==> src/rtl/serial_addsub.sv <==
// rtl/serial_addsub.sv - multi-cycle adder/subtractor, BITS_PER_CYCLE bits per clock, LSB first
// Operands are captured on start; sum/cout/ovf are registered on entry to DONE and held.
module serial_addsub #(
  parameter int WIDTH          = 8,
  parameter int BITS_PER_CYCLE = 1
) (
  input  logic             clk,
  input  logic             rst_n,
  input  logic             start,
  input  logic [WIDTH-1:0] a,
  input  logic [WIDTH-1:0] b,
  input  logic             cin,
  input  logic             sub,
  output logic             busy,
  output logic             done,
  output logic [WIDTH-1:0] sum,
  output logic             cout,
  output logic             ovf
);

  localparam int BPC   = BITS_PER_CYCLE;
  localparam int N     = WIDTH / BPC;
  localparam int CNT_W = (N > 1) ? $clog2(N) : 1;
  localparam logic [CNT_W-1:0] LAST = CNT_W'(N - 1);

  localparam logic [1:0] S_IDLE = 2'd0;
  localparam logic [1:0] S_RUN  = 2'd1;
  localparam logic [1:0] S_DONE = 2'd2;

  generate
    if (WIDTH < 2 || BPC < 1 || BPC > WIDTH || (WIDTH % BPC) != 0) begin : g_bad_params
      $error("serial_addsub: WIDTH must be >= 2 and divisible by BITS_PER_CYCLE");
    end
  endgenerate

  logic [1:0]       r_state;
  logic [CNT_W-1:0] r_cnt;
  logic [WIDTH-1:0] r_a;
  logic [WIDTH-1:0] r_b;
  logic             r_carry;
  logic [WIDTH-1:0] r_acc;
  logic [WIDTH-1:0] r_sum;
  logic             r_cout;
  logic             r_ovf;

  logic             w_accept;
  logic             w_last;
  logic [BPC:0]     w_slice;
  logic             w_msb_cin;
  logic [WIDTH-1:0] w_acc_next;

  assign w_accept = start && (r_state != S_RUN);
  assign w_last   = (r_cnt == LAST);
  assign w_slice  = {1'b0, r_a[BPC-1:0]} + {1'b0, r_b[BPC-1:0]} + {{BPC{1'b0}}, r_carry};
  // Carry into the slice MSB recovered from its sum bit, so no separate low-part adder is needed.
  assign w_msb_cin = w_slice[BPC-1] ^ r_a[BPC-1] ^ r_b[BPC-1];

  generate
    if (BPC == WIDTH) begin : g_single_slice
      assign w_acc_next = w_slice[BPC-1:0];
    end else begin : g_multi_slice
      assign w_acc_next = {w_slice[BPC-1:0], r_acc[WIDTH-1:BPC]};
    end
  endgenerate

  always_ff @(posedge clk) begin
    if (!rst_n) begin
      r_state <= S_IDLE;
      r_cnt   <= '0;
      r_a     <= '0;
      r_b     <= '0;
      r_carry <= 1'b0;
      r_acc   <= '0;
      r_sum   <= '0;
      r_cout  <= 1'b0;
      r_ovf   <= 1'b0;
    end else begin
      case (r_state)
        S_RUN: begin
          r_a     <= r_a >> BPC;
          r_b     <= r_b >> BPC;
          r_carry <= w_slice[BPC];
          r_acc   <= w_acc_next;
          r_cnt   <= r_cnt + 1'b1;
          if (w_last) begin
            r_state <= S_DONE;
            r_sum   <= w_acc_next;
            r_cout  <= w_slice[BPC];
            r_ovf   <= w_msb_cin ^ w_slice[BPC];
          end
        end
        default: begin
          if (w_accept) begin
            r_state <= S_RUN;
            r_cnt   <= '0;
            r_a     <= a;
            r_b     <= sub ? ~b : b;
            r_carry <= sub ? ~cin : cin;
          end else begin
            r_state <= S_IDLE;
          end
        end
      endcase
    end
  end

  assign busy = (r_state == S_RUN);
  assign done = (r_state == S_DONE);
  assign sum  = r_sum;
  assign cout = r_cout;
  assign ovf  = r_ovf;

endmodule

==> config.mk <==
export PLATFORM = sky130hd
export DESIGN_NAME = serial_addsub
export DESIGN_NICKNAME = d
export VERILOG_FILES = /design/src/rtl/serial_addsub.sv
export SDC_FILE = /design/constraint.sdc
export NUM_CORES = 1
export LEC_CHECK = 0
export CORE_ASPECT_RATIO = 1.1
export CORE_MARGIN = 1
export CORE_UTILIZATION = 53
export CTS_BUF_LIST = sky130_fd_sc_hd__clkbuf_8
export CTS_CLUSTER_SIZE = 24
export DETAILED_ROUTE_END_ITERATION = 10
export PLACE_DENSITY = 0.81
export SLEW_MARGIN = 5
export SYNTH_ARGS = -nofsm -noshare
export SYNTH_HDL_FRONTEND = slang
export SYNTH_SLANG_ARGS = --single-unit
export TNS_END_PERCENT = 20
==> constraint.sdc <==
create_clock -name clk -period 1.8 [get_ports clk]
set_input_delay 0.36 -clock clk [delete_from_list [all_inputs] [get_ports clk]]
set_output_delay 0.36 -clock clk [all_outputs]
set_load 0.02 [all_outputs]
# Word level (Yosys, flattened, before mapping)
# Index checks and enable logic that the tools add are counted.
# Widths: inputs -> output; s select.
word_totals:
  elab_cells: 42
  reg_bits: 40
  out_inout_bits: 12
  inputBits: 21
classes:
  mux: 13
  addsub: 3
  bitwise: 6
  eq_ne: 5
  n_reduce_logical: 4
op_table:
  columns: ["operator", "count"]
  rows:
  - ["$mux 7", 4]
  - ["$mux 8", 1]
  - ["$not 8->8", 1]
  - ["$mux 3", 2]
  - ["$mux 1", 4]
  - ["$mux 2", 2]
  - ["$ne 2x1->1 const B", 2]
  - ["$add 3x1->3 const B", 1]
  - ["$eq 3x3->1 const B", 1]
  - ["$xor 1x1->1", 3]
  - ["$add 1x1->2", 1]
  - ["$add 2x1->2", 1]
  - ["$eq 2x1->1 const B", 1]
  - ["$eq 2x2->1 const B", 1]
  - ["$not 1->1", 2]
  - ["$reduce_and 2->1", 1]
  - ["$reduce_bool 2->1", 1]
  - ["$reduce_or 2->1", 1]
  - ["$logic_and 1x1->1", 1]

# Longest topological paths before layout
# Gate-level depths: netlist of the first run.
depth:
  word_depth: 5
  mapped_depth: 6
  mapped_depth_nobuf: 5

# Least setup slack after synthesis of the first run
# Ideal clock, no wire load.
synth_path:
  path_type: "reg2reg"
  start: "register r_a[0]"
  end: "register r_ovf, in the netlist ovf"
  path_buffers: 0
  slack_ns: 0.443
  t_arrival_ns: 1.238
  stages_incl_launch_ff: 5
  required_ns: 1.681
  path_cell_list: "dfxtp_1 -> fa_1 -> xnor2_1 -> xnor2_1 -> a21oi_1"
synth_via:
  elab_chain_cells: 5
synth_lines:
  columns: ["element", "line", "source"]
  rows:
  - ["start: declaration", "38", "logic [WIDTH-1:0] r_a;"]
  - ["start signal: assignment", "80", "r_a <= r_a >> BPC;"]
  - ["$add 1x1->2", "54", "assign w_slice = {1'b0, r_a[BPC-1:0]} + {1'b0, r_b[BPC-1:0]} + {{BPC{1'b0}}, r_carry};"]
  - ["$add 2x1->2", "54", null]
  - ["net w_slice[0]", "48", "logic [BPC:0] w_slice;"]
  - ["$xor 1x1->1 (2 in a row)", "56", "assign w_msb_cin = w_slice[BPC-1] ^ r_a[BPC-1] ^ r_b[BPC-1];"]
  - ["$xor 1x1->1", "89", "r_ovf <= w_msb_cin ^ w_slice[BPC];"]
  - ["end signal: assignment", "89", null]
  - ["end: declaration", "44", "logic r_ovf;"]
# The timed path passes the listed nets, and every way through them passes these cells.
# A chain may end at the register's enable or synchronous reset.

# Worst setup path after layout of the first run
layout_path:
  start: "register r_ovf, in the netlist ovf"
  end: "output ovf"
layout_lines:
  columns: ["element", "line", "source"]
  rows:
  - ["end: declaration", "18", "output logic ovf"]
# No word-level cell between the ends.

==> run metrics, run 1 <==
data arrival time at the worst-slack endpoint=1.24 ns; share of cells above drive strength 1=0.0694; most instantiated cells after synthesis=nand2_1, dfxtp_1, mux2i_1; total of fill cells in the finished design=254; Power per Cell Area=811 nW/um^2; Die Outline Area=3520 sq um; overall overflow remaining after global route=0; cts hold-fix bufs=0; relative slew slack=0.720; I/O Pins=33; die height=62.1 um; Bufs and invs on worst path=1; post-synthesis sequential area ratio=0.449; crit-path leading delay family=buffers and inverters; initial antenna violation count=0; Slowest Stage Delay on Critical Path=0.61 ns; clk_skew=0.00828 ns; area delta synth->final=23.8%; fraction of the mapped netlist area in simple logic gates=0.158; count of vias placed by the detailed router=1339; area of all placed cells without fillers=2150 sq um; adder and majority cell fraction of the synthesized area=0.0259; worst vdd rail ir drop=0.607 mV; post-DP HPWL=2.16 mm; number of global-route vias before repair=1342; xor/xnor cell area share of the yosys netlist=0.0604; GP Congestion=0.734; number of different library cells in the post-synthesis netlist=28; initial detailed-routing violation count=36; overall global routing resource usage=0.200; proportion of netlist area held by the largest area contributor=0.449; final-report max-slew violation count=0; final-layout setup total negative slack=0 ns; number of antenna diodes=0; cell type of the slowest stage on the worst timing path=clkdlybuf4s50_1; most instantiated flip-flop cell in the synthesis netlist=dfxtp_1; wire length after detailed routing=3.09 mm; Synth Area in Compound Gates=0.158; total cell area at the placement stage=2070 sq um; Critical Path Sink Type=output pin; count of port buffers added during placement=32; remaining number of nets flagged by the antenna check after routing=0; cells taking the most area after synthesis=dfxtp_1, mux2i_1, nand2_1, a21boi_0, o211a_1; CTS Root Cell=clkbuf_8; multiplexer share of the synthesized area=0.0920; # H-tree levels=2; number of buffers between clock root and the deepest sink=2; highest fanout seen on the critical path=2; critical path startpoint category=register; Mapped Avg Cell Area=9.41 sq um; highest attainable clock frequency=625 MHz; main combinational cell family by area after synthesis=simple AND/OR/NAND/NOR gates; effective utilization at floorplan=0.566; number of clock buffers inserted by TritonCTS=5; routed via count divided by cell count=5.36; remaining routing DRC violations=0; number of nets in the finished design=240; Required @ worst endpoint=1.44 ns; unrepaired setup endpoints after global routing=false; type of the setup path with the least slack=reg -> out; first-pass iteration count of the detailed router=4; worst hold margin=0.459 ns; Hold WC Path Type=reg -> reg; area used by multi-input combinational logic=861 sq um; most frequently used cell type in the post-synthesis netlist=nand2_1; warnings from Yosys=0; status=completed; number of flops mapped to enable cells by yosys=0; largest net degree at the start of global routing=26; core footprint=3070 sq um; slew of the pin with the lowest slew margin=0.421 ns; library cell with the largest summed area after synthesis=dfxtp_1; clock transition at the register clock pins on the worst setup and hold paths after CTS=0.07 ns; synthesized netlist net count=209; number of instances in the synthesized netlist=185; Hold Violations, Final=0; overall power after layout=1750 uW; final critical-path share of the clock period=0.889; clock latency on the worst-skew pair=0.29 ns; Leakage=0.000915 uW; flip-flop and latch count after synthesis=39; count of final setup violators=0; post-layout minimum cycle time=1.60 ns; global-route wire length before repair=5.56 mm; Synth Cell Area=1740 sq um; width of the die=56.6 um; count of max-cap constraint violations=0; site row count=21; TritonCTS clock tree=yes; area used by sequential logic in the layout=781 sq um; Worst R2R Setup Slack=0.34 ns; critical path, cell by cell=clkdlybuf4s50_1; proportion of register bits with asynchronous set or reset after synthesis=0; average routed wire per standard cell=12.4 um; clock sink count=39
==> worst min-delay path, cell delays in order, from the launching register on <==
cell and delay, ns:
dfxtp_1 0.31, nand2_1 0.04, a21boi_0 0.06
==> cell type report <==
cell class                 instances  area share
clock buffer                       6      0.0383
clock inverter                     1     0.00232
inverter                           1     0.00174
multi-input combinational        131       0.400
sequential                        39       0.362
tap                               34      0.0197
timing repair buffer              38       0.176
==> sequential cells by signal, summed over array words and instances, names as in the netlist <==
signal	flops
ovf	1
r_cnt	3
r_b	8
r_carry	1
r_state	2
cout	1
r_a	8
sum	8
r_acc	7
==> layer usage <==
metal	wire [um]	global-route usage	vias to the layer above
li1	-	-	684
met1	1400	0.224	616
met2	1510	0.351	33
met3	155	0.0667	6
met4	34	0.0671	0
met5	0	0	-
==> worst paths after layout <==
kind / cells past startpoint / end / from
max: 1 / ovf / ovf$_SDFFE_PN0P_
min: 2 / sum[0]$_SDFFE_PN0P_ / sum[0]$_SDFFE_PN0P_
max reg2reg: 4 / ovf$_SDFFE_PN0P_ / r_a[0]$_SDFFE_PN0P_
min reg2reg: 2 / sum[0]$_SDFFE_PN0P_ / sum[0]$_SDFFE_PN0P_
==> power by group <==
part / switching, uW / total (uW) / internal, uW
Combinational: 106 / 231 / 125
Sequential: 23.1 / 922 / 899
Clock: 293 / 594 / 300
==> kinds of logic (layout without fill, tap and decap cells) <==
logic type	Yosys count	count (layout)
xor gates and xnor gates	12	12
AOI/OAI and AO/OA	38	38
muxes	16	16
and+or+nand+nor	62	62
DFF	39	39
adders and majority gates	3	3
buffers and inverters	15	46
==> what timing repair did <==
item,in CTS,in global routing
resized for setup,1,1
buffers inserted,0,0
endpoints found under the setup margin,1,1
==> cell usage in the layout, fill, tap and decap left out, types with 2 or more instances in the layout <==
| cell type | count |
|---|---|
| dfxtp_1 | 39 |
| nand3b_1 | 3 |
| a21boi_0 | 14 |
| ha_1 | 2 |
| xor2_1 | 8 |
| nor2_1 | 4 |
| o211a_1 | 7 |
| xnor2_1 | 4 |
| clkbuf_8 | 6 |
| nand2_1 | 42 |
| o21ai_0 | 10 |
| buf_4 | 5 |
| mux2i_1 | 16 |
| a21boi_1 | 4 |
| nand3_1 | 8 |
| clkdlybuf4s50_1 | 30 |
==> through the flow <==
| step | setup slack, ns | util | std cells |
|---|---|---|---|
| after global routing | 0.141 | 0.701 | 250 |
| after floorplan | 0.443 | - | 185 |
| after detailed placement | 0.206 | 0.672 | 243 |
| final | 0.200 | 0.701 | 250 |
| after CTS | 0.0238 | 0.700 | 250 |
| after global placement | 0.251 | 0.672 | 243 |
Power figures use the tool's default switching activity.
==> inputs of run 2 (changes only) <==
--- a/config.mk
+++ b/config.mk
@@ -6,7 +6,6 @@
 export NUM_CORES = 1
 export LEC_CHECK = 0
 export CORE_ASPECT_RATIO = 1.1
-export CORE_MARGIN = 1
 export CORE_UTILIZATION = 53
 export CTS_BUF_LIST = sky130_fd_sc_hd__clkbuf_8
 export CTS_CLUSTER_SIZE = 24
==> results of run 2 <==
The final DEF is identical to that of run 1; final timing and power are the same.
==> inputs of run 3 (changes only) <==
==> constraint.sdc (replaced) <==
create_clock -name clk -period 1.8 [get_ports clk]
set_input_delay 0.18 -clock clk [delete_from_list [all_inputs] [get_ports clk]]
set_output_delay 0.18 -clock clk [all_outputs]
set_load 0.01 [all_outputs]
==> run 3 against run 2 <==
Sequential power hardly changed. Maximum frequency up 0.97%. Critical path depth increased by 2. Flip-flop and latch count stayed put. Die area unchanged. Via count is 2.6% higher. Combinational power about the same. Register-to-register slack about the same. Cell count unchanged. Utilization up 0.53 points. Clock skew fell by 0.00092 ns.
==> run metrics, run 3 (synthesized netlist as in run 1, its figures left out) <==
count of vias placed by the detailed router=1374 (+2.6%); highest attainable clock frequency=631 MHz (+0.97%); wire length after detailed routing=3.33 mm (+7.7%); final-layout setup total negative slack=0 ns (unchanged); TritonCTS clock tree=yes; core footprint=3070 sq um (unchanged); initial detailed-routing violation count=34 (-5.6%); critical path startpoint category=register; effective utilization at floorplan=0.566 (unchanged); Hold Violations, Final=0 (unchanged); hold path endpoint=sum[3]$_SDFFE_PN0P_; site row count=21 (unchanged); count of final setup violators=0 (unchanged); Die Outline Area=3520 sq um (unchanged); GP Congestion=0.699 (-4.8%); worst flop-to-flop path endpoint=ovf$_SDFFE_PN0P_; overall global routing resource usage=0.211 (+0.0102); share of cells above drive strength 1=0.0694 (unchanged); count of port buffers added during placement=32 (unchanged); number of nets in the finished design=239 (-0.42%); cell count of the worst reg-to-reg path=4 (unchanged); launch instance of the worst register-to-register path=r_b[0]$_SDFFE_PN0P_; highest fanout seen on the critical path=4 (+2); number of global-route vias before repair=1418 (+5.7%); Hold WC Path Type=reg -> reg; data arrival time at the worst-slack endpoint=1.40 ns (+0.16 ns); I/O Pins=33 (unchanged); routed via count divided by cell count=5.50 (+2.6%); area delta synth->final=24.7%; critical path launch point=r_state[1]$_SDFFE_PN0P_; count of cells along the worst hold path=2 (unchanged); remaining number of nets flagged by the antenna check after routing=0 (unchanged); top library cells by usage in the layout, fill and taps aside=nand2_1, dfxtp_1, clkdlybuf4s50_1, mux2i_1, a21boi_0; clk_skew=0.00736 ns (-0.000921 ns); remaining routing DRC violations=0 (unchanged); initial antenna violation count=0 (unchanged); final std cells w/o fill=250 (unchanged); post-layout minimum cycle time=1.58 ns (-0.0154 ns); number of placed instances, taps included=242 (-0.41%); Post-CTS Setup Repair Bufs=0 (unchanged); die height=62.1 um (unchanged); first-pass iteration count of the detailed router=4 (unchanged); Hold Path Origin=sum[3]$_SDFFE_PN0P_; global-route wire length before repair=5.84 mm (+5.0%); Leakage=0.000900 uW (-1.6%); relative slew slack=0.691 (-0.0287); most common library cell in the layout ignoring fill and taps=nand2_1; total cell area at the placement stage=2060 sq um (-0.36%); largest net degree at the start of global routing=26 (unchanged); Required @ worst endpoint=1.62 ns (+0.18 ns); unrepaired setup endpoints after global routing=false; type of the setup path with the least slack=reg -> out; clock transition at the register clock pins on the worst setup and hold paths after CTS=0.08 ns (about the same); slew of the pin with the lowest slew margin=0.462 ns (+0.0415 ns); Power per Cell Area=866 nW/um^2 (+6.8%); overall power after layout=1880 uW (+7.6%); clock sink count=39 (unchanged); worst vdd rail ir drop=0.730 mV (+20%); final critical-path share of the clock period=0.880 (-0.00854); Worst R2R Setup Slack=0.33 ns (about the same); width of the die=56.6 um (unchanged); cts hold-fix bufs=0 (unchanged); clock latency on the worst-skew pair=0.29 ns (about the same); overall overflow remaining after global route=0 (unchanged); post-DP HPWL=2.40 mm (+11%); # H-tree levels=2 (unchanged); total of fill cells in the finished design=266 (+4.7%); number of clock buffers inserted by TritonCTS=5 (unchanged); average routed wire per standard cell=13.3 um (+7.7%); count of max-cap constraint violations=0 (unchanged); Critical Path Sink Type=output pin; CTS Root Cell=clkbuf_8; total of cells resized after clock tree synthesis=0 (-1); number of antenna diodes=0 (unchanged); status=completed; number of buffers between clock root and the deepest sink=2 (unchanged); area of all placed cells without fillers=2170 sq um (+0.75%); final-report max-slew violation count=0 (unchanged)
run 3: worst max-delay path by stage:
stage	to	slack, ns	depth (start not counted)
2_1_floorplan	ovf$_SDFFE_PN0P_	0.44	4
3_3_place_gp	r_b[5]$_SDFFE_PN0P_	0.37	4
3_5_place_dp	r_b[5]$_SDFFE_PN0P_	0.29	4
4_1_cts	busy	0.21	3
5_1_grt	busy	0.16	3
6_report	busy	0.22	3
run 3: routing by layer:
| metal | track usage | vias up | part of all wire |
|---|---|---|---|
| met1 | 0.230 | 651 | 0.40 |
| met3 | 0.0646 | 7 | 0.049 |
| met2 | 0.371 | 34 | 0.53 |
| li1 | - | 682 | - |
| met4 | 0.0884 | 0 | 0.018 |
| met5 | 0 | - | 0 |
run 3: layout make-up:
type | instances | area [sq um] | area share
sequential | 39 | 781 | 0.360
clock inverter | 3 | 43.8 | 0.0202
tap | 34 | 42.5 | 0.0196
inverter | 1 | 3.75 | 0.00173
timing repair buffer | 37 | 370 | 0.171
clock buffer | 5 | 68.8 | 0.0317
multi-input combinational | 131 | 861 | 0.397
run 3: report_power, final:
group          internal [uW]  switching [uW]
combinational            125             106
clock                    413             314
sequential               899            23.4
total                   1440             443
run 3: metrics by stage:
step / utilization / worst slack, ns / hold WS, ns
3_5_place_dp: 0.670 / 0.295 / 0.455
2_1_floorplan: - / 0.443 / 0.327
3_3_place_gp: 0.670 / 0.368 / 0.442
6_report: 0.706 / 0.215 / 0.462
4_1_cts: 0.706 / 0.206 / 0.466
5_1_grt: 0.706 / 0.163 / 0.490
run 3: worst max-delay path, cell delays in order, from the launching register on:
cell	delay (ns)
dfxtp_1	0.32
nand2b_1	0.18
inv_2	0.08
clkdlybuf4s50_1	0.53
